==> src/rtl/tophat_forest_core.sv <==
// Ensemble decision-tree evaluator: walks NUM_TREES binary trees one node per cycle over a
// shared feature vector and sums the reached leaf values into a saturating signed accumulator.
module tophat_forest_core #(
  parameter  int NUM_FEATURES = 8,
  parameter  int FEAT_W       = 8,
  parameter  int DEPTH        = 3,
  parameter  int NUM_TREES    = 4,
  parameter  int LEAF_W       = 8,
  parameter  int ACC_W        = 12,
  localparam int FIDX_W       = (NUM_FEATURES > 1) ? $clog2(NUM_FEATURES) : 1,
  localparam int TIDX_W       = (NUM_TREES > 1) ? $clog2(NUM_TREES) : 1,
  localparam int NUM_INTERNAL = (2 ** DEPTH) - 1,
  localparam int NUM_LEAVES   = 2 ** DEPTH,
  localparam int CIDX_W       = DEPTH + 1
) (
  input  logic                                     clk,
  input  logic                                     rst_n,
  input  logic                                     clear_i,
  input  logic                                     run_i,
  input  logic                                     model_loaded_i,
  input  logic                                     features_loaded_i,
  input  logic [NUM_FEATURES*FEAT_W-1:0]           feature_vector_i,
  input  logic [NUM_TREES*NUM_INTERNAL*FIDX_W-1:0] node_feature_i,
  input  logic [NUM_TREES*NUM_INTERNAL*FEAT_W-1:0] node_threshold_i,
  input  logic [NUM_TREES*NUM_INTERNAL*CIDX_W-1:0] node_left_i,
  input  logic [NUM_TREES*NUM_INTERNAL*CIDX_W-1:0] node_right_i,
  input  logic [NUM_TREES*NUM_LEAVES*LEAF_W-1:0]   leaf_value_i,
  output logic                                     busy_o,
  output logic [TIDX_W-1:0]                        tree_idx_o,
  output logic                                     pred_valid_o,
  output logic [ACC_W-1:0]                         pred_value_o,
  output logic                                     sat_o,
  output logic                                     error_o,
  output logic [2:0]                               err_code_o
);

  localparam int LEAF_BASE    = NUM_INTERNAL;
  localparam int NUM_CHILDREN = NUM_INTERNAL + NUM_LEAVES;
  localparam int STEP_W       = (DEPTH > 1) ? $clog2(DEPTH) : 1;
  localparam int NIDX_W       = DEPTH;

  localparam logic [2:0] ERR_NONE           = 3'd0;
  localparam logic [2:0] ERR_NOT_LOADED     = 3'd1;
  localparam logic [2:0] ERR_BAD_CHILD      = 3'd2;
  localparam logic [2:0] ERR_DEPTH_EXCEEDED = 3'd3;
  localparam logic [2:0] ERR_BAD_FEATURE    = 3'd4;

  localparam logic [ACC_W-1:0] ACC_MAX = {1'b0, {(ACC_W-1){1'b1}}};
  localparam logic [ACC_W-1:0] ACC_MIN = {1'b1, {(ACC_W-1){1'b0}}};

  typedef enum logic {S_IDLE, S_WALK} state_t;

  state_t              r_state;
  logic [TIDX_W-1:0]   r_tree;
  logic [NIDX_W-1:0]   r_node;
  logic [STEP_W-1:0]   r_step;
  logic [ACC_W-1:0]    r_acc;
  logic                r_busy;
  logic                r_valid;
  logic [ACC_W-1:0]    r_pred;
  logic                r_sat;
  logic                r_error;
  logic [2:0]          r_code;

  logic [FEAT_W-1:0]   w_feat   [NUM_FEATURES];
  logic [FIDX_W-1:0]   w_nfeat  [NUM_TREES][NUM_INTERNAL];
  logic [FEAT_W-1:0]   w_nthr   [NUM_TREES][NUM_INTERNAL];
  logic [CIDX_W-1:0]   w_nleft  [NUM_TREES][NUM_INTERNAL];
  logic [CIDX_W-1:0]   w_nright [NUM_TREES][NUM_INTERNAL];
  logic [LEAF_W-1:0]   w_leaves [NUM_TREES][NUM_LEAVES];

  logic [FIDX_W-1:0]   w_fidx;
  logic                w_fidx_bad;
  logic [FEAT_W-1:0]   w_fval;
  logic [FEAT_W-1:0]   w_thr;
  logic [CIDX_W-1:0]   w_child;
  logic                w_child_bad;
  logic                w_child_int;
  logic                w_last_step;
  logic                w_last_tree;
  logic [DEPTH-1:0]    w_leaf_off;
  logic [LEAF_W-1:0]   w_leaf;
  logic [ACC_W:0]      w_sum;
  logic                w_ovf;
  logic [ACC_W-1:0]    w_acc_next;
  logic                w_abort;
  logic [2:0]          w_abort_code;

  // Unpack the flat load-register buses into per-tree, per-node views.
  for (genvar gi = 0; gi < NUM_FEATURES; gi++) begin : g_feat
    assign w_feat[gi] = feature_vector_i[gi*FEAT_W +: FEAT_W];
  end

  for (genvar gi = 0; gi < NUM_TREES; gi++) begin : g_tree
    for (genvar gj = 0; gj < NUM_INTERNAL; gj++) begin : g_node
      localparam int K = gi*NUM_INTERNAL + gj;
      assign w_nfeat[gi][gj]  = node_feature_i[K*FIDX_W +: FIDX_W];
      assign w_nthr[gi][gj]   = node_threshold_i[K*FEAT_W +: FEAT_W];
      assign w_nleft[gi][gj]  = node_left_i[K*CIDX_W +: CIDX_W];
      assign w_nright[gi][gj] = node_right_i[K*CIDX_W +: CIDX_W];
    end
    for (genvar gj = 0; gj < NUM_LEAVES; gj++) begin : g_leaf
      localparam int L = gi*NUM_LEAVES + gj;
      assign w_leaves[gi][gj] = leaf_value_i[L*LEAF_W +: LEAF_W];
    end
  end

  assign w_fidx = w_nfeat[r_tree][r_node];
  assign w_thr  = w_nthr[r_tree][r_node];

  // A power-of-two feature count makes every encodable index legal.
  if (NUM_FEATURES == (2 ** FIDX_W)) begin : g_fidx_full
    assign w_fidx_bad = 1'b0;
  end else begin : g_fidx_part
    assign w_fidx_bad = (32'(w_fidx) >= NUM_FEATURES);
  end

  assign w_fval      = w_fidx_bad ? '0 : w_feat[w_fidx];
  assign w_child     = (w_fval <= w_thr) ? w_nleft[r_tree][r_node] : w_nright[r_tree][r_node];
  assign w_child_bad = (w_child >= CIDX_W'(NUM_CHILDREN));
  assign w_child_int = (w_child < CIDX_W'(NUM_INTERNAL));
  assign w_last_step = (r_step == STEP_W'(DEPTH - 1));
  assign w_last_tree = (r_tree == TIDX_W'(NUM_TREES - 1));

  assign w_leaf_off = w_child[DEPTH-1:0] - DEPTH'(LEAF_BASE);
  assign w_leaf     = w_leaves[r_tree][w_leaf_off];

  // One guard bit catches overflow; clip toward the sign of the true sum.
  assign w_sum      = {r_acc[ACC_W-1], r_acc}
                    + {{(ACC_W+1-LEAF_W){w_leaf[LEAF_W-1]}}, w_leaf};
  assign w_ovf      = w_sum[ACC_W] ^ w_sum[ACC_W-1];
  assign w_acc_next = w_ovf ? (w_sum[ACC_W] ? ACC_MIN : ACC_MAX) : w_sum[ACC_W-1:0];

  always_comb begin
    w_abort      = 1'b0;
    w_abort_code = ERR_NONE;
    if (w_fidx_bad) begin
      w_abort      = 1'b1;
      w_abort_code = ERR_BAD_FEATURE;
    end else if (w_child_bad) begin
      w_abort      = 1'b1;
      w_abort_code = ERR_BAD_CHILD;
    end else if (w_child_int && w_last_step) begin
      w_abort      = 1'b1;
      w_abort_code = ERR_DEPTH_EXCEEDED;
    end
  end

  always_ff @(posedge clk or negedge rst_n) begin
    if (!rst_n) begin
      r_state <= S_IDLE;
      r_tree  <= '0;
      r_node  <= '0;
      r_step  <= '0;
      r_acc   <= '0;
      r_busy  <= 1'b0;
      r_valid <= 1'b0;
      r_pred  <= '0;
      r_sat   <= 1'b0;
      r_error <= 1'b0;
      r_code  <= ERR_NONE;
    end else if (clear_i) begin
      r_state <= S_IDLE;
      r_tree  <= '0;
      r_node  <= '0;
      r_step  <= '0;
      r_acc   <= '0;
      r_busy  <= 1'b0;
      r_valid <= 1'b0;
      r_pred  <= '0;
      r_sat   <= 1'b0;
      r_error <= 1'b0;
      r_code  <= ERR_NONE;
    end else begin
      r_valid <= 1'b0;
      case (r_state)
        S_IDLE: begin
          if (run_i) begin
            if (model_loaded_i && features_loaded_i) begin
              r_state <= S_WALK;
              r_tree  <= '0;
              r_node  <= '0;
              r_step  <= '0;
              r_acc   <= '0;
              r_sat   <= 1'b0;
              r_error <= 1'b0;
              r_code  <= ERR_NONE;
              r_busy  <= 1'b1;
            end else begin
              r_error <= 1'b1;
              r_code  <= ERR_NOT_LOADED;
            end
          end
        end
        S_WALK: begin
          if (w_abort) begin
            r_state <= S_IDLE;
            r_busy  <= 1'b0;
            r_valid <= 1'b1;
            r_pred  <= '0;
            r_error <= 1'b1;
            r_code  <= w_abort_code;
          end else if (w_child_int) begin
            r_node <= w_child[NIDX_W-1:0];
            r_step <= r_step + STEP_W'(1);
          end else begin
            r_acc <= w_acc_next;
            if (w_ovf) begin
              r_sat <= 1'b1;
            end
            if (w_last_tree) begin
              r_state <= S_IDLE;
              r_busy  <= 1'b0;
              r_valid <= 1'b1;
              r_pred  <= w_acc_next;
            end else begin
              r_tree <= r_tree + TIDX_W'(1);
              r_node <= '0;
              r_step <= '0;
            end
          end
        end
        default: r_state <= S_IDLE;
      endcase
    end
  end

  assign busy_o       = r_busy;
  assign tree_idx_o   = r_tree;
  assign pred_valid_o = r_valid;
  assign pred_value_o = r_pred;
  assign sat_o        = r_sat;
  assign error_o      = r_error;
  assign err_code_o   = r_code;

endmodule

==> config.mk <==
export PLATFORM = sky130hd
export DESIGN_NAME = tophat_forest_core
export DESIGN_NICKNAME = d
export VERILOG_FILES = /design/src/rtl/tophat_forest_core.sv
export SDC_FILE = /design/constraint.sdc
export NUM_CORES = 1
export LEC_CHECK = 0
export ABC_AREA = 1
export BUFFER_PORTS_ARGS = -buffer_cell sky130_fd_sc_hd__buf_4
export CAP_MARGIN = 20
export CORE_AREA = 2 2 346 348
export DETAILED_ROUTE_END_ITERATION = 6
export DIE_AREA = 0 0 348 350
export SLEW_MARGIN = 20
export SYNTH_ARGS = -nofsm -noshare
export SYNTH_HDL_FRONTEND = slang
export SYNTH_SLANG_ARGS = --single-unit
==> constraint.sdc <==
create_clock -name clk -period 9.2 [get_ports clk]
set_clock_uncertainty 0.1 [all_clocks]
set_input_delay 0.92 -clock clk [delete_from_list [all_inputs] [get_ports clk]]
set_output_delay 0.92 -clock clk [all_outputs]
set_load 0.01 [all_outputs]
==> results.toml <==
[clocking]
clk_pin_slew_worst_paths_ns = 0.06
clockBufferDepth = 2
cts.sinks = 38
h-tree-depth = 2
cts-buffers-inserted = 5
clkLatencyLatePin_ns = 0.29
clock-root-buffer = "clkbuf_16"
cts_tree = "done"

[route]
firstDrtPassIters = 5
detail-route-antenna-nets = 0
wl_um = 114700
drtIter0Drc = 1580
via_per_inst = 4.171
drc_errors = 0
vias = 17960
avgRoutedWirePerCell_um = 26.65

[timing]
setup_ws_ns = 0.6084
hold_ws_ns = 0.3779
max_clock_freq_ghz = 0.1164
worst_pin_slew_ns = 1.046
finalCriticalPeriod_ns = 8.592
hold_viol = 0
maxSlewViolCount = 0
fin_crit_sh = 0.9339
rsz0062_at_grt = "false"
slew_headroom = 0.3025
setup_viol = 0

[layout]
fin_nets = 3638
area_delta_synth_final_pct = 76.90
final_cell_area_mm2 = 0.01894
drive_above_1_share = 0.3578

[power]
p_seq_frac = 0.026
sw_frac_of_total = 0.6694
power_switching_w = 0.007002
peakVddDrop_v = 0.0005923
p_leak_nw = 9.208
intPower_w = 0.003458
cellPowerDensity_mw_per_mm2 = 552.4
pwr-share-clk = 0.022
comb_power_share = 0.952

[critical_path]
critical_path_arrival_ns = 8.65
required_ns = 9.25
critPathKind = "flip-flop to flip-flop"
critPathBufInv = 7
cpLargestDelayFamily = "compound AO/OA/AOI/OAI gates"
cpPeakStageDelay_ns = 0.82
reg2reg_setup_slack_ns = 0.61
crit_top_cell = "nand2_1"
crit_path_top_delay_cell = "o221ai_1"
cp-end-kind = "flip-flop"
critPathMaxFanout = 65
start_kind = "flip-flop"

[place]
dpl.hpwl_um = 98650
place_ws_ns = -0.2606
portBuffers = 877
place_area_mm2 = 0.01860
gp_congestion = 0.9244

[worst_hold_path]
hold_class = "flip-flop to flip-flop"

[global_route]
grt_pass1_wl_um = 147200
met3_usage = 0.02998
grt.total_usage = 0.1774
grt_start_max_net_pins = 106
grt_util_met2 = 0.3094
grt_pass1_vias = 17400
overflow = 0
antenna_found_initial = 70
top_usage_layer = "met2"
globalRouteMet1Util = 0.2301

[floorplanning]
coreArea_mm2 = 0.1178
rows = 126
design.die.area_mm2 = 0.1218
die_w_um = 348
io_pins = 879
die_h_um = 350
initial_core_util = 0.09089

[run_status]
status = "complete, no violations"

[synthesis]
avgSynthCellArea_um2 = 5.357
yosys_warnings = 0
synth_seq_cells = 38
seq_area_frac_synth = 0.08884
synth_edf_count = 0
syn-cell-area_mm2 = 0.01070
synthDistinctLibCells = 50
synth_cells = 1998
synthArstFlopShare = 1.000
synthesis.nets = 2881
synth_ff_type = "dfrtp_1"

[flow_run]
maxCapViolations = 0
-- layout by cell type, fill, tap and decap left out, types with 7 or more instances in the layout --
master,Yosys,final
nand2_2,9,9
a21oi_1,191,190
o21ai_0,169,164
o211ai_1,14,14
o21ai_2,12,12
nor3_1,7,7
inv_2,9,9
nand3_1,258,258
ha_1,24,23
buf_4,33,917
nand3b_1,9,9
a22oi_1,72,72
nand4_1,13,13
inv_1,52,52
nor2_1,189,189
o21ai_1,25,30
o22ai_1,40,39
dfrtp_1,38,35
diode_2,0,14
o221ai_1,33,32
nand2_1,609,609
-- layout make-up --
| type | instances | area, um^2 |
|---|---|---|
| diodes | 14 | 35.03 |
| clock buffers | 5 | 125.1 |
| clock inverters | 3 | 68.82 |
| fillers | 13740 | 98830 |
| inverters | 64 | 277.8 |
| multi-input cells | 1721 | 8502 |
| flip-flops and latches | 38 | 962.2 |
| well taps | 1536 | 1922 |
| repair buffers | 925 | 7043 |
-- kinds of logic after synthesis --
logic type                 share of synthesized area
AOI/OAI and AO/OA                             0.3220
xor gates and xnor gates                    0.007364
adders and majority gates                    0.02992
buffers and inverters                         0.1193
DFF                                          0.08884
other                                      0.0003503
and+or+nand+nor                               0.4321
-- through the flow --
stage	total power [W]	TNS, ns	utilization	instances
floorplan	0.006812	0	-	1998
global placement	0.01005	-2.428	0.1579	4278
detailed placement	0.01000	-2.260	0.1579	4278
CTS	0.01032	0	0.1597	4286
global route	0.01159	0	0.1607	4302
finish	0.01046	0	0.1608	4306
-- power groups by stage --
stage               registers, W  logic, W  clock network (W)
floorplan               0.000246   0.00657                  0
global placement        0.000280   0.00977                  0
detailed placement      0.000279   0.00972                  0
CTS                     0.000279   0.00980           0.000241
global route            0.000275    0.0111           0.000244
finish                  0.000268   0.00996           0.000234
-- what timing repair did --
action | CTS | global route
pin swaps | 1 | 3
hold endpoints to repair | 0 | 0
resized for setup | 3 | 8
hold buffers | 0 | 0
setup endpoints to repair | 11 | 23
buffers inserted | 0 | 6
-- registers in the layout, indices dropped and copies added (netlist names) --
signal,cells
r_step,2
sat_o,1
error_o,1
r_node,3
tree_idx_o,2
r_state,1
r_acc,12
pred_value_o,12
busy_o,1
err_code_o,2
pred_valid_o,1
-- cells in the mapped netlist (2+ instances only) --
cell	number	area [um^2]
a221oi_1	3	26.28
nand3_1	258	1291
clkinv_1	2	7.510
nor2_1	189	709.4
buf_1	7	26.28
clkbuf_1	44	165.2
nand3_2	6	60.06
xnor2_1	5	43.79
a31oi_1	3	18.77
ha_1	24	300.3
o21ai_2	12	105.1
buf_2	69	345.3
buf_6	22	247.7
a211oi_1	2	15.01
o21ai_0	169	845.8
nand3b_1	9	67.56
o221ai_1	33	289.0
inv_2	9	33.78
dfrtp_1	38	950.9
nand2_2	9	56.30
o21bai_1	2	15.01
nand2_1	609	2286
nand4_1	13	81.33
o21ai_1	25	125.1
a21oi_1	191	955.9
a32o_1	5	50.05
xor2_1	4	35.03
nor3_1	7	35.03
inv_1	52	195.2
a22oi_1	72	540.5
o21a_1	2	15.01
o211ai_1	14	105.1
buf_4	33	247.7
o22ai_1	40	250.2
-- path summary, 6_finish.rpt --
check	from	end	depth (start not counted)
min in group asynchronous	rst_n	pred_value_o[11]	1
max	tree_idx_o[1]	pred_value_o[2]	35
max in group asynchronous	rst_n	tree_idx_o[1]	1
max reg2reg	tree_idx_o[1]	pred_value_o[2]	35
min reg2reg	r_step[1]	r_step[1]	2
min	r_step[1]	r_step[1]	2
-- layer usage --
layer	up-vias	part of all wire	wire length (um)
met5	-	0.0013	146
met4	22	0.020	2253
met3	147	0.061	6952
met2	880	0.48	55240
met1	8458	0.44	50150
li1	8454	-	-
-- tightest hold or removal path: stages, from the launching register on --
cell and delay, ns:
dfrtp_1 0.34, nand2_1 0.05, nand2_1 0.05
(Power assumes the default switching activity.)
